## config.mk

```make
export PLATFORM = sky130hd
export DESIGN_NAME = multu_unit
export DESIGN_NICKNAME = d
export VERILOG_FILES = /design/src/rtl/mips_funct_pkg.sv /design/src/rtl/multu_unit.sv
export SDC_FILE = /design/constraint.sdc
export NUM_CORES = 1
export LEC_CHECK = 0
export BUFFER_PORTS_ARGS = -buffer_cell sky130_fd_sc_hd__buf_2
export CAP_MARGIN = 5
export CORE_MARGIN = 2
export CORE_UTILIZATION = 45
export DETAILED_ROUTE_END_ITERATION = 8
export SYNTH_ARGS = -nofsm -noshare
export SYNTH_HDL_FRONTEND = slang
export SYNTH_SLANG_ARGS = --single-unit
export TNS_END_PERCENT = 10
```

## constraint.sdc

```tcl
create_clock -name clk -period 7.5 [get_ports clk]
set_clock_uncertainty 0.15 [all_clocks]
set_input_delay 0.75 -clock clk [delete_from_list [all_inputs] [get_ports clk]]
set_output_delay 0.75 -clock clk [all_outputs]
set_load 0.01 [all_outputs]
```

## src/rtl/mips_funct_pkg.sv

```systemverilog
// Function codes, ALU operation codes and multiplier state encoding shared by
// the ALU control unit and multu_unit.
package mips_funct_pkg;

    localparam logic [5:0] F_SLL   = 6'd0;
    localparam logic [5:0] F_MFHI  = 6'd16;
    localparam logic [5:0] F_MFLO  = 6'd18;
    localparam logic [5:0] F_MULTU = 6'd25;
    localparam logic [5:0] F_ADD   = 6'd32;
    localparam logic [5:0] F_SUB   = 6'd34;
    localparam logic [5:0] F_AND   = 6'd36;
    localparam logic [5:0] F_OR    = 6'd37;
    localparam logic [5:0] F_SLT   = 6'd42;

    localparam logic [3:0] ALU_AND = 4'b0000;
    localparam logic [3:0] ALU_OR  = 4'b0001;
    localparam logic [3:0] ALU_ADD = 4'b0010;
    localparam logic [3:0] ALU_SUB = 4'b0110;
    localparam logic [3:0] ALU_SLT = 4'b0111;
    localparam logic [3:0] ALU_SLL = 4'b1000;

    typedef enum logic [1:0] {
        IDLE = 2'b00,
        RUN  = 2'b01,
        DONE = 2'b10
    } mult_state_e;

endpackage

```

## src/rtl/multu_unit.sv

```systemverilog
// Sequential shift-and-add unsigned multiplier with HI/LO registers serving
// multu, mfhi and mflo; stalls the datapath while a multiply is in flight.
module multu_unit
    import mips_funct_pkg::mult_state_e,
           mips_funct_pkg::IDLE,
           mips_funct_pkg::RUN,
           mips_funct_pkg::DONE;
#(
    parameter int unsigned WIDTH   = 32,
    parameter logic [5:0]  F_MULTU = mips_funct_pkg::F_MULTU,
    parameter logic [5:0]  F_MFHI  = mips_funct_pkg::F_MFHI,
    parameter logic [5:0]  F_MFLO  = mips_funct_pkg::F_MFLO
) (
    input  logic             clk,
    input  logic             rst,
    input  logic [5:0]       SIG_MULTIPLIER,
    input  logic [WIDTH-1:0] dataA,
    input  logic [WIDTH-1:0] dataB,
    output logic [WIDTH-1:0] dataOut,
    output logic             busy,
    output logic             done,
    output logic             stall
);

    localparam int unsigned CNT_W = (WIDTH > 1) ? $clog2(WIDTH) : 1;

    mult_state_e          state_q, state_d;
    logic [CNT_W-1:0]     count_q, count_d;
    logic [2*WIDTH-1:0]   mcand_q, mcand_d;
    logic [WIDTH-1:0]     mplier_q, mplier_d;
    logic [2*WIDTH-1:0]   prod_q, prod_d;
    logic [WIDTH-1:0]     hi_q, hi_d;
    logic [WIDTH-1:0]     lo_q, lo_d;

    logic                 start;
    logic                 last_iter;
    logic [2*WIDTH-1:0]   acc;

    assign start     = (SIG_MULTIPLIER == F_MULTU);
    assign last_iter = (count_q == CNT_W'(WIDTH - 1));

    always_ff @(posedge clk) begin
        if (rst) begin
            state_q  <= IDLE;
            count_q  <= '0;
            mcand_q  <= '0;
            mplier_q <= '0;
            prod_q   <= '0;
            hi_q     <= '0;
            lo_q     <= '0;
        end else begin
            state_q  <= state_d;
            count_q  <= count_d;
            mcand_q  <= mcand_d;
            mplier_q <= mplier_d;
            prod_q   <= prod_d;
            hi_q     <= hi_d;
            lo_q     <= lo_d;
        end
    end

    always_comb begin
        state_d = state_q;
        case (state_q)
            IDLE:    if (start) state_d = RUN;
            RUN:     if (last_iter) state_d = DONE;
            DONE:    state_d = IDLE;
            default: state_d = IDLE;
        endcase
    end

    // The final iteration's sum bypasses prod_q and lands directly in HI/LO.
    always_comb begin
        count_d  = count_q;
        mcand_d  = mcand_q;
        mplier_d = mplier_q;
        prod_d   = prod_q;
        hi_d     = hi_q;
        lo_d     = lo_q;
        acc      = mplier_q[0] ? (prod_q + mcand_q) : prod_q;
        case (state_q)
            IDLE: begin
                if (start) begin
                    mcand_d  = (2*WIDTH)'(dataA);
                    mplier_d = dataB;
                    prod_d   = '0;
                    count_d  = '0;
                end
            end
            RUN: begin
                prod_d   = acc;
                mcand_d  = mcand_q << 1;
                mplier_d = mplier_q >> 1;
                count_d  = count_q + CNT_W'(1);
                if (last_iter) begin
                    {hi_d, lo_d} = acc;
                end
            end
            default: ;
        endcase
    end

    always_comb begin
        busy  = (state_q == RUN) || (state_q == DONE);
        done  = (state_q == DONE);
        stall = busy && ((SIG_MULTIPLIER == F_MULTU) ||
                         (SIG_MULTIPLIER == F_MFHI)  ||
                         (SIG_MULTIPLIER == F_MFLO));
        if (SIG_MULTIPLIER == F_MFHI) begin
            dataOut = hi_q;
        end else if (SIG_MULTIPLIER == F_MFLO) begin
            dataOut = lo_q;
        end else begin
            dataOut = '0;
        end
    end

endmodule

```

==> impl_summary.md, run 1 <==
Outcome
The run finished with clean final reports.

Logic synthesis
The fraction of the yosys area taken by sequential cells is 0.324. In the synthesized netlist the dominant register cell turns out to be sky130_fd_sc_hd__dfxtp_1. The count of flip-flops with a built-in enable after synthesis is 0. The post-synthesis cell type count is 87. The async set-or-reset flop fraction in the synthesized netlist is 0. Averaged over all synthesized cells, the footprint is 7.44 sq um. The synthesized netlist net count is 2,060. After synthesis the cells add up to 0.0143 sq mm. The count of warnings emitted by yosys is 0.

The flop and latch count out of synthesis is 231. Synthesis produced 1,919 cells.

Drt
The pre-antenna-repair detailed-routing pass consisted of 7 iterations. The final route contains 13,605 vias. For this block, the initial DRC count from the detailed router was 963. The antenna violation net count after detailed routing is 0.

The routed length per placed instance is 19.1 um. The final wirelength is 44.9 mm. In the routed design, unresolved DRC markers number 0. In the routed layout, each cell is associated on average with a via count of 5.80.

Timing
At the pin with the least slew margin, the transition time is 1.28 ns. Measured against its own limit, the worst slew margin works out to 0.147. The post-layout minimum cycle time is 4.02 ns. Setup repair after global routing left no endpoint under its margin.

The total count of max-transition violations in the final report was 0. The number of setup violations in the final report is 0. The number of failing hold endpoints at the final stage is 0. The share of the clock period used by the worst path is 0.537.

The sum of negative setup slack is 0 ns. Static timing analysis puts the maximum clock frequency at 248 MHz.

CTS
In this run, CTS created clock tree buffers numbering 27. The number of gates resized after CTS is 0. The clock sink count is 231. The clock latency on the worst-skew pair is 0.54 ns. After clock tree synthesis, the clock-pin slew on the worst setup and hold paths is 0.06 ns. CTS built an H-tree with a depth of 1. Once the clock tree was built, the setup fixing pass inserted 0 buffers.

TritonCTS built the clock tree. The root buffer cell is sky130_fd_sc_hd__clkbuf_16. No sink is reached through more buffers than the 3 on the longest clock path. For this design, the CTS-stage hold fixing added 0 buffers.

GRT
Entering global routing, the biggest net connects 100 pins. The via count of the first global-routing pass is 12,686. The first-pass GRT wire length is 71.1 mm. The initial antenna violation count came to 1. The total global-route track usage is 0.266. After global routing the overflow that remains totals 0.

Layout
Relative to the synthesized area, the layout overhead comes to 11.0%. The total number of nets in the final design is 2,067. The library cell used most frequently in the layout, excluding fill and tap cells, is sky130_fd_sc_hd__nor2_1. The utilization after layout is 0.505. The share of post-route cells with drive strength above 1 is 0.104. The finished layout cell area is 0.0158 sq mm. Leaving out fill and tap cells, the most frequent cells in the layout are 515 x sky130_fd_sc_hd__nor2_1, 230 x sky130_fd_sc_hd__dfxtp_1, 208 x sky130_fd_sc_hd__a21oi_1. After filler insertion, the fill cell instance count of the layout stands at 3,210. For this run, the number of standard cells in the final layout without fillers is 2,347. The count of antenna diodes in the layout is 0.

Pwr
For this design the static power due to leakage is 6.62 nW. Summing internal, switching and leakage power gives 2.75 mW. Power spread over the standard cell area amounts to 173 mW/mm^2. IR analysis of the VDD net gives a maximum drop of 172 uV.

Place
The half-perimeter wire length after detailed placement is 31.3 mm. The total placed instance area is 0.0149 sq mm. The count of input and output buffers is 106.

After detailed placement, the design holds a cell count of 2,299. The congestion estimate from routability-driven global placement came to 0.910.

Setup path
For the worst setup path, the data required time is 7.82 ns. The launching element type of the critical path is a register. In this run the worst path has a maximum fanout of 4.

For the worst setup path, the data arrival time is 4.34 ns. The type of the worst setup path is register to register. The category of the worst setup path capture point is a register.

Floorplan
The placeable core region is 0.0314 sq mm. The initial utilization of the core area, before any placement, comes to 0.455. For this design the top-level I/O count stands at 107. The die covers 0.0332 sq mm. The floorplan step set the die width to 182 um. The die is 182 um tall. The number of cell rows is 65.

Run
The max-cap violation count is 0.

Hold path
The tightest min-delay check is of the register to register type.
-- through the flow --
step / hold WS (ns) / worst slack, ns
2_1_floorplan: 0.282 / 4.42
3_3_place_gp: 0.294 / 3.08
3_5_place_dp: 0.303 / 3.02
4_1_cts: 0.312 / 3.59
5_1_grt: 0.356 / 3.34
6_report: 0.311 / 3.48
-- cells by family after synthesis --
group                      share of synthesized area
muxes                                         0.0477
DFF                                            0.324
buffers and inverters                         0.0472
xor gates and xnor gates                      0.0362
adders and majority gates                     0.0610
AOI/OAI and AO/OA                              0.240
and+or+nand+nor                                0.244
-- synthesized netlist by cell type (28+ instances only) --
cell type | count | area share
sky130_fd_sc_hd__nand2_1 | 95 | 0.025
sky130_fd_sc_hd__a21oi_1 | 208 | 0.073
sky130_fd_sc_hd__a21o_1 | 36 | 0.019
sky130_fd_sc_hd__a22oi_1 | 51 | 0.027
sky130_fd_sc_hd__nor2_1 | 515 | 0.14
sky130_fd_sc_hd__inv_1 | 28 | 0.0074
sky130_fd_sc_hd__ha_1 | 68 | 0.060
sky130_fd_sc_hd__dfxtp_1 | 231 | 0.32
sky130_fd_sc_hd__mux2i_1 | 68 | 0.048
sky130_fd_sc_hd__clkbuf_1 | 105 | 0.028
sky130_fd_sc_hd__nor4_1 | 65 | 0.028
sky130_fd_sc_hd__o21ai_0 | 45 | 0.016
sky130_fd_sc_hd__xnor2_1 | 38 | 0.023
sky130_fd_sc_hd__a211oi_1 | 31 | 0.016
-- critical path, cell delays in order (launching register included) --
cell	delay [ns]
sky130_fd_sc_hd__dfxtp_1	0.38
sky130_fd_sc_hd__ha_1	0.23
sky130_fd_sc_hd__inv_1	0.07
sky130_fd_sc_hd__fa_1	0.37
sky130_fd_sc_hd__and2b_1	0.25
sky130_fd_sc_hd__o2111ai_1	0.18
sky130_fd_sc_hd__a211oi_1	0.36
sky130_fd_sc_hd__o31a_1	0.25
sky130_fd_sc_hd__o21ai_1	0.22
sky130_fd_sc_hd__o311ai_2	0.56
sky130_fd_sc_hd__a21oi_1	0.17
sky130_fd_sc_hd__xnor2_1	0.34
sky130_fd_sc_hd__mux2i_1	0.21
sky130_fd_sc_hd__a21oi_1	0.20
-- per-layer routing --
layer	GRT usage	wire, um	vias up
met5	0	13	-
met4	0.0645	1110	2
met3	0.0393	2360	61
met2	0.441	20400	354
met1	0.366	21000	6355
li1	-	-	6833
-- report_power, final --
part	leakage [nW]	total [mW]	switching (mW)	internal, mW
Clock	0.466	1.39	0.537	0.853
Combinational	4.29	0.110	0.0710	0.0393
Sequential	1.86	1.25	0.0103	1.24
-- path summary, 6_finish.rpt --
check                                start  cells after the start       to  slack (ns)
worst max-delay path            mcand_q[0]                     13  hi_q[8]        3.48
worst min-delay path               lo_q[1]                      2  lo_q[1]        0.31
worst max register to register  mcand_q[0]                     13  hi_q[8]        3.48
worst min register to register     lo_q[1]                      2  lo_q[1]        0.31
-- state kept, by name, summed over array words and instances, names as in the netlist --
name / cells
count_q: 5
hi_q: 32
lo_q: 32
mcand_q: 64
mplier_q: 32
prod_q: 64
state_q: 2
-- cell type report --
class | count | area, sq um | area share
Clock buffer | 34 | 762 | 0.0481
Clock inverter | 14 | 183 | 0.0115
Inverter | 30 | 113 | 0.00711
Multi-Input combinational cell | 1516 | 9010 | 0.569
Sequential cell | 231 | 4630 | 0.292
Tap cell | 402 | 503 | 0.0318
Timing Repair Buffer | 120 | 642 | 0.0405
(Power assumes the default switching activity.)
==> inputs of run 2 (changes only) <==
==> constraint.sdc (replaced) <==
create_clock -name clk -period 3.6 [get_ports clk]
set_clock_uncertainty 0.15 [all_clocks]
set_input_delay 0.36 -clock clk [delete_from_list [all_inputs] [get_ports clk]]
set_output_delay 0.36 -clock clk [all_outputs]
set_load 0.01 [all_outputs]
==> run 2 against run 1 <==
Compared with the run above:
- final area rose by 2.1%
- register-to-register slack got worse by 3.3 ns
- critical endpoint is now hi_q[28]
- global-route usage rose by 0.17 points
- flip-flop and latch count did not move
==> impl_summary.md, run 2 (same netlist as run 1, synthesis figures left out) <==
Timing
The total count of max-transition violations in the final report came to 0 (unchanged). The final hold slack is 0.0456 ns (-0.266 ns). The normalized max-slew margin was 0.309 (+0.162). The number of failing hold endpoints at the final stage is 0 (unchanged). The final worst setup slack is 0.142 ns (-3.33 ns).

The post-layout minimum cycle time was 3.46 ns (-0.567 ns). The share of the clock period used by the worst path is 0.961 (+0.424). The highest clock frequency the design can meet came to 289 MHz (+16%). The transition time of the tightest slew-check pin is 1.04 ns (-0.243 ns). The number of setup violations in the final report came to 0 (unchanged).

Setup repair after global routing could not meet its margin everywhere.

Pwr
The switching share of total power is 0.224 (-0.00158). The combinational share of power is 0.043 (+0.003). The clock share of power is 0.504 (-0.002).

The largest voltage drop on the vdd net is 310 uV (+81%). The power spent charging and discharging nets is 1.28 mW (+110%). The sequential share of power is 0.453 (about the same). The total power divided by cell area is 354 mW/mm^2 (+100%). The internal power is 4.45 mW (+110%). The leakage component of the power is 6.78 nW (+2.5%).

Layout
The library cell used most frequently in the layout, excluding fill and tap cells, is sky130_fd_sc_hd__nor2_1. The area overhead of the layout relative to synthesis is 13.3%. The count of antenna diodes in the layout is 0 (unchanged).

In the final layout, the registers with the most flip-flops are mcand_q: 64 flops, prod_q: 64 flops. The total number of nets in the final design is 2,102 (+1.7%). The share of post-route cells with drive strength above 1 is 0.124 (+0.0203). The top cell types in the final layout, fill and taps aside, are 515 x sky130_fd_sc_hd__nor2_1, 227 x sky130_fd_sc_hd__dfxtp_1, 208 x sky130_fd_sc_hd__a21oi_1.

Setup path
The path depth of the worst reg2reg path was 13 (unchanged). The critical path starts at prod_q[0]. In this design, the critical path's most frequently occurring cell is sky130_fd_sc_hd__a211oi_2. The category of the worst setup path capture point is a register. The maximum fanout encountered on the critical timing path came to 4 (unchanged). Among all stages on the critical path, the largest delay is contributed by sky130_fd_sc_hd__a2111oi_2.

The reg-to-reg critical path startpoint is prod_q[0]. The critical path is of the register to register type. STA classifies the critical path startpoint as a register. The critical path goes through ha_4, inv_2, fa_2, and2b_2, o2111ai_4, a211oi_2, o31ai_2, a211oi_2, o21ai_2, o21ai_4, a41oi_2, xor2_1, a2111oi_2. The maximum single-stage delay on the critical path is 0.37 ns (-0.19 ns).

The data arrival time of the worst path is 3.73 ns (-0.61 ns). The required time reported for the critical path endpoint is 3.87 ns (-3.95 ns).

Hold path
The hold path depth is 5 (+3). The min-delay analysis places its worst path in the category input pin to register. In this run the most critical hold path is launched from dataA[29].

CTS
The number of buffers added to fix hold violations after cts is 0 (unchanged). The clock-pin slew of the registers on the worst-case setup and hold paths came to 0.06 ns (about the same). The clock sink count came to 231 (unchanged). The number of clock buffers inserted by TritonCTS is 27 (unchanged).

TritonCTS built the clock tree. The H-tree depth was 1 (unchanged). The root buffer cell is sky130_fd_sc_hd__clkbuf_16. The worst-case clock buffer depth came to 3 (unchanged). The clock latency on the worst-skew pair is 0.54 ns (about the same).

Drt
The final wirelength is 45.3 mm (+0.95%). The number of design-rule violations left by the first detailed-router iteration came to 959 (-0.42%). The antenna violation net count after detailed routing is 0 (unchanged). The number of remaining DRC errors is 0 (unchanged). The iteration count of the initial detailed-routing pass is 5 (-2). The routed length per placed instance is 19.0 um (-0.57%). The vias per cell is 5.81 (+0.23%).

The via count came to 13,846 (+1.8%).

Floorplan
The placeable core region is 0.0314 sq mm (unchanged). The initial standard-cell utilization of the core is 0.455 (unchanged). The vertical die dimension was 182 um (unchanged).

The I/O pin count is 107 (unchanged). The horizontal extent of the die is 182 um (unchanged). The area of the die is 0.0332 sq mm (unchanged).

The number of cell rows is 65 (unchanged).

GRT
The first-pass GRT wire length was 72.0 mm (+1.3%). The total congestion overflow is 0 (unchanged). The maximum number of pins on one net before global-route repair was 70 (-30%). The via count of the first global-routing pass is 13,025 (+2.7%). The total global-route track usage is 0.268 (+0.00170). The initial antenna violation count is 0 (-1).

Run
The max-cap violation count was 0 (unchanged).

Place
The last weighted congestion value of the routability-driven placer is 0.952 (+4.6%). The count of input and output buffers is 106 (unchanged). The worst-case setup slack after placement came to 0.0316 ns (-2.99 ns).

The half-perimeter wire length after detailed placement is 32.3 mm (+3.0%).

Outcome
The flow ran to the end, and the final reports show no timing, DRC or antenna violations.
[run 2: path summary, 6_finish.rpt]
kind         slack, ns          end
min               0.05  mcand_q[29]
min reg2reg       0.30      lo_q[1]
max               0.14     hi_q[28]
max reg2reg       0.14     hi_q[28]
[run 2: area by class of cell]
| cell class | count | area, sq um |
|---|---|---|
| Clock inverter | 11 | 159 |
| Sequential cell | 231 | 4630 |
| Inverter | 30 | 113 |
| Timing Repair Buffer | 155 | 917 |
| Tap cell | 402 | 503 |
| Multi-Input combinational cell | 1516 | 9080 |
| Clock buffer | 38 | 777 |
| Fill cell | 3158 | 15200 |
[run 2: metrics by stage]
step | instances | utilization | power, mW | setup TNS [ns] | cell area [sq um]
global route | 2383 | 0.515 | 5.91 | -0.0408 | 16200
global placement | 2333 | 0.483 | 2.89 | 0 | 15200
detailed placement | 2333 | 0.483 | 2.89 | 0 | 15200
CTS | 2382 | 0.513 | 5.78 | 0 | 16100
finish | 2383 | 0.515 | 5.73 | 0 | 16200
floorplan | 1919 | - | 2.80 | 0 | 14300
[run 2: what timing repair did]
action / in CTS / in global routing
setup buffers: 0 / 1
pin swaps: 1 / 9
setup endpoints to repair: 1 / 10
resized for setup: 1 / 15
[run 2: routing by layer]
layer	GRT usage	part of all wire
met3	0.0331	0.049
met4	0.0910	0.036
met1	0.375	0.47
met2	0.428	0.44
met5	0	0
[run 2: power by group through the flow]
stage / Clock (mW) / Sequential, mW / Combinational, mW
floorplan: 0 / 2.64 / 0.154
global placement: 0 / 2.65 / 0.241
detailed placement: 0 / 2.65 / 0.242
CTS: 2.94 / 2.59 / 0.243
global route: 3.05 / 2.60 / 0.268
finish: 2.89 / 2.60 / 0.244
[run 2: critical path, delay by kind of cell, from the launching register on]
family / cells / cell delay (ns)
buf+inv: 1 / 0.04
compound gates: 8 / 1.89
fa+ha+maj: 2 / 0.47
xor+xnor: 1 / 0.19
flops: 1 / 0.35
simple gates: 1 / 0.26
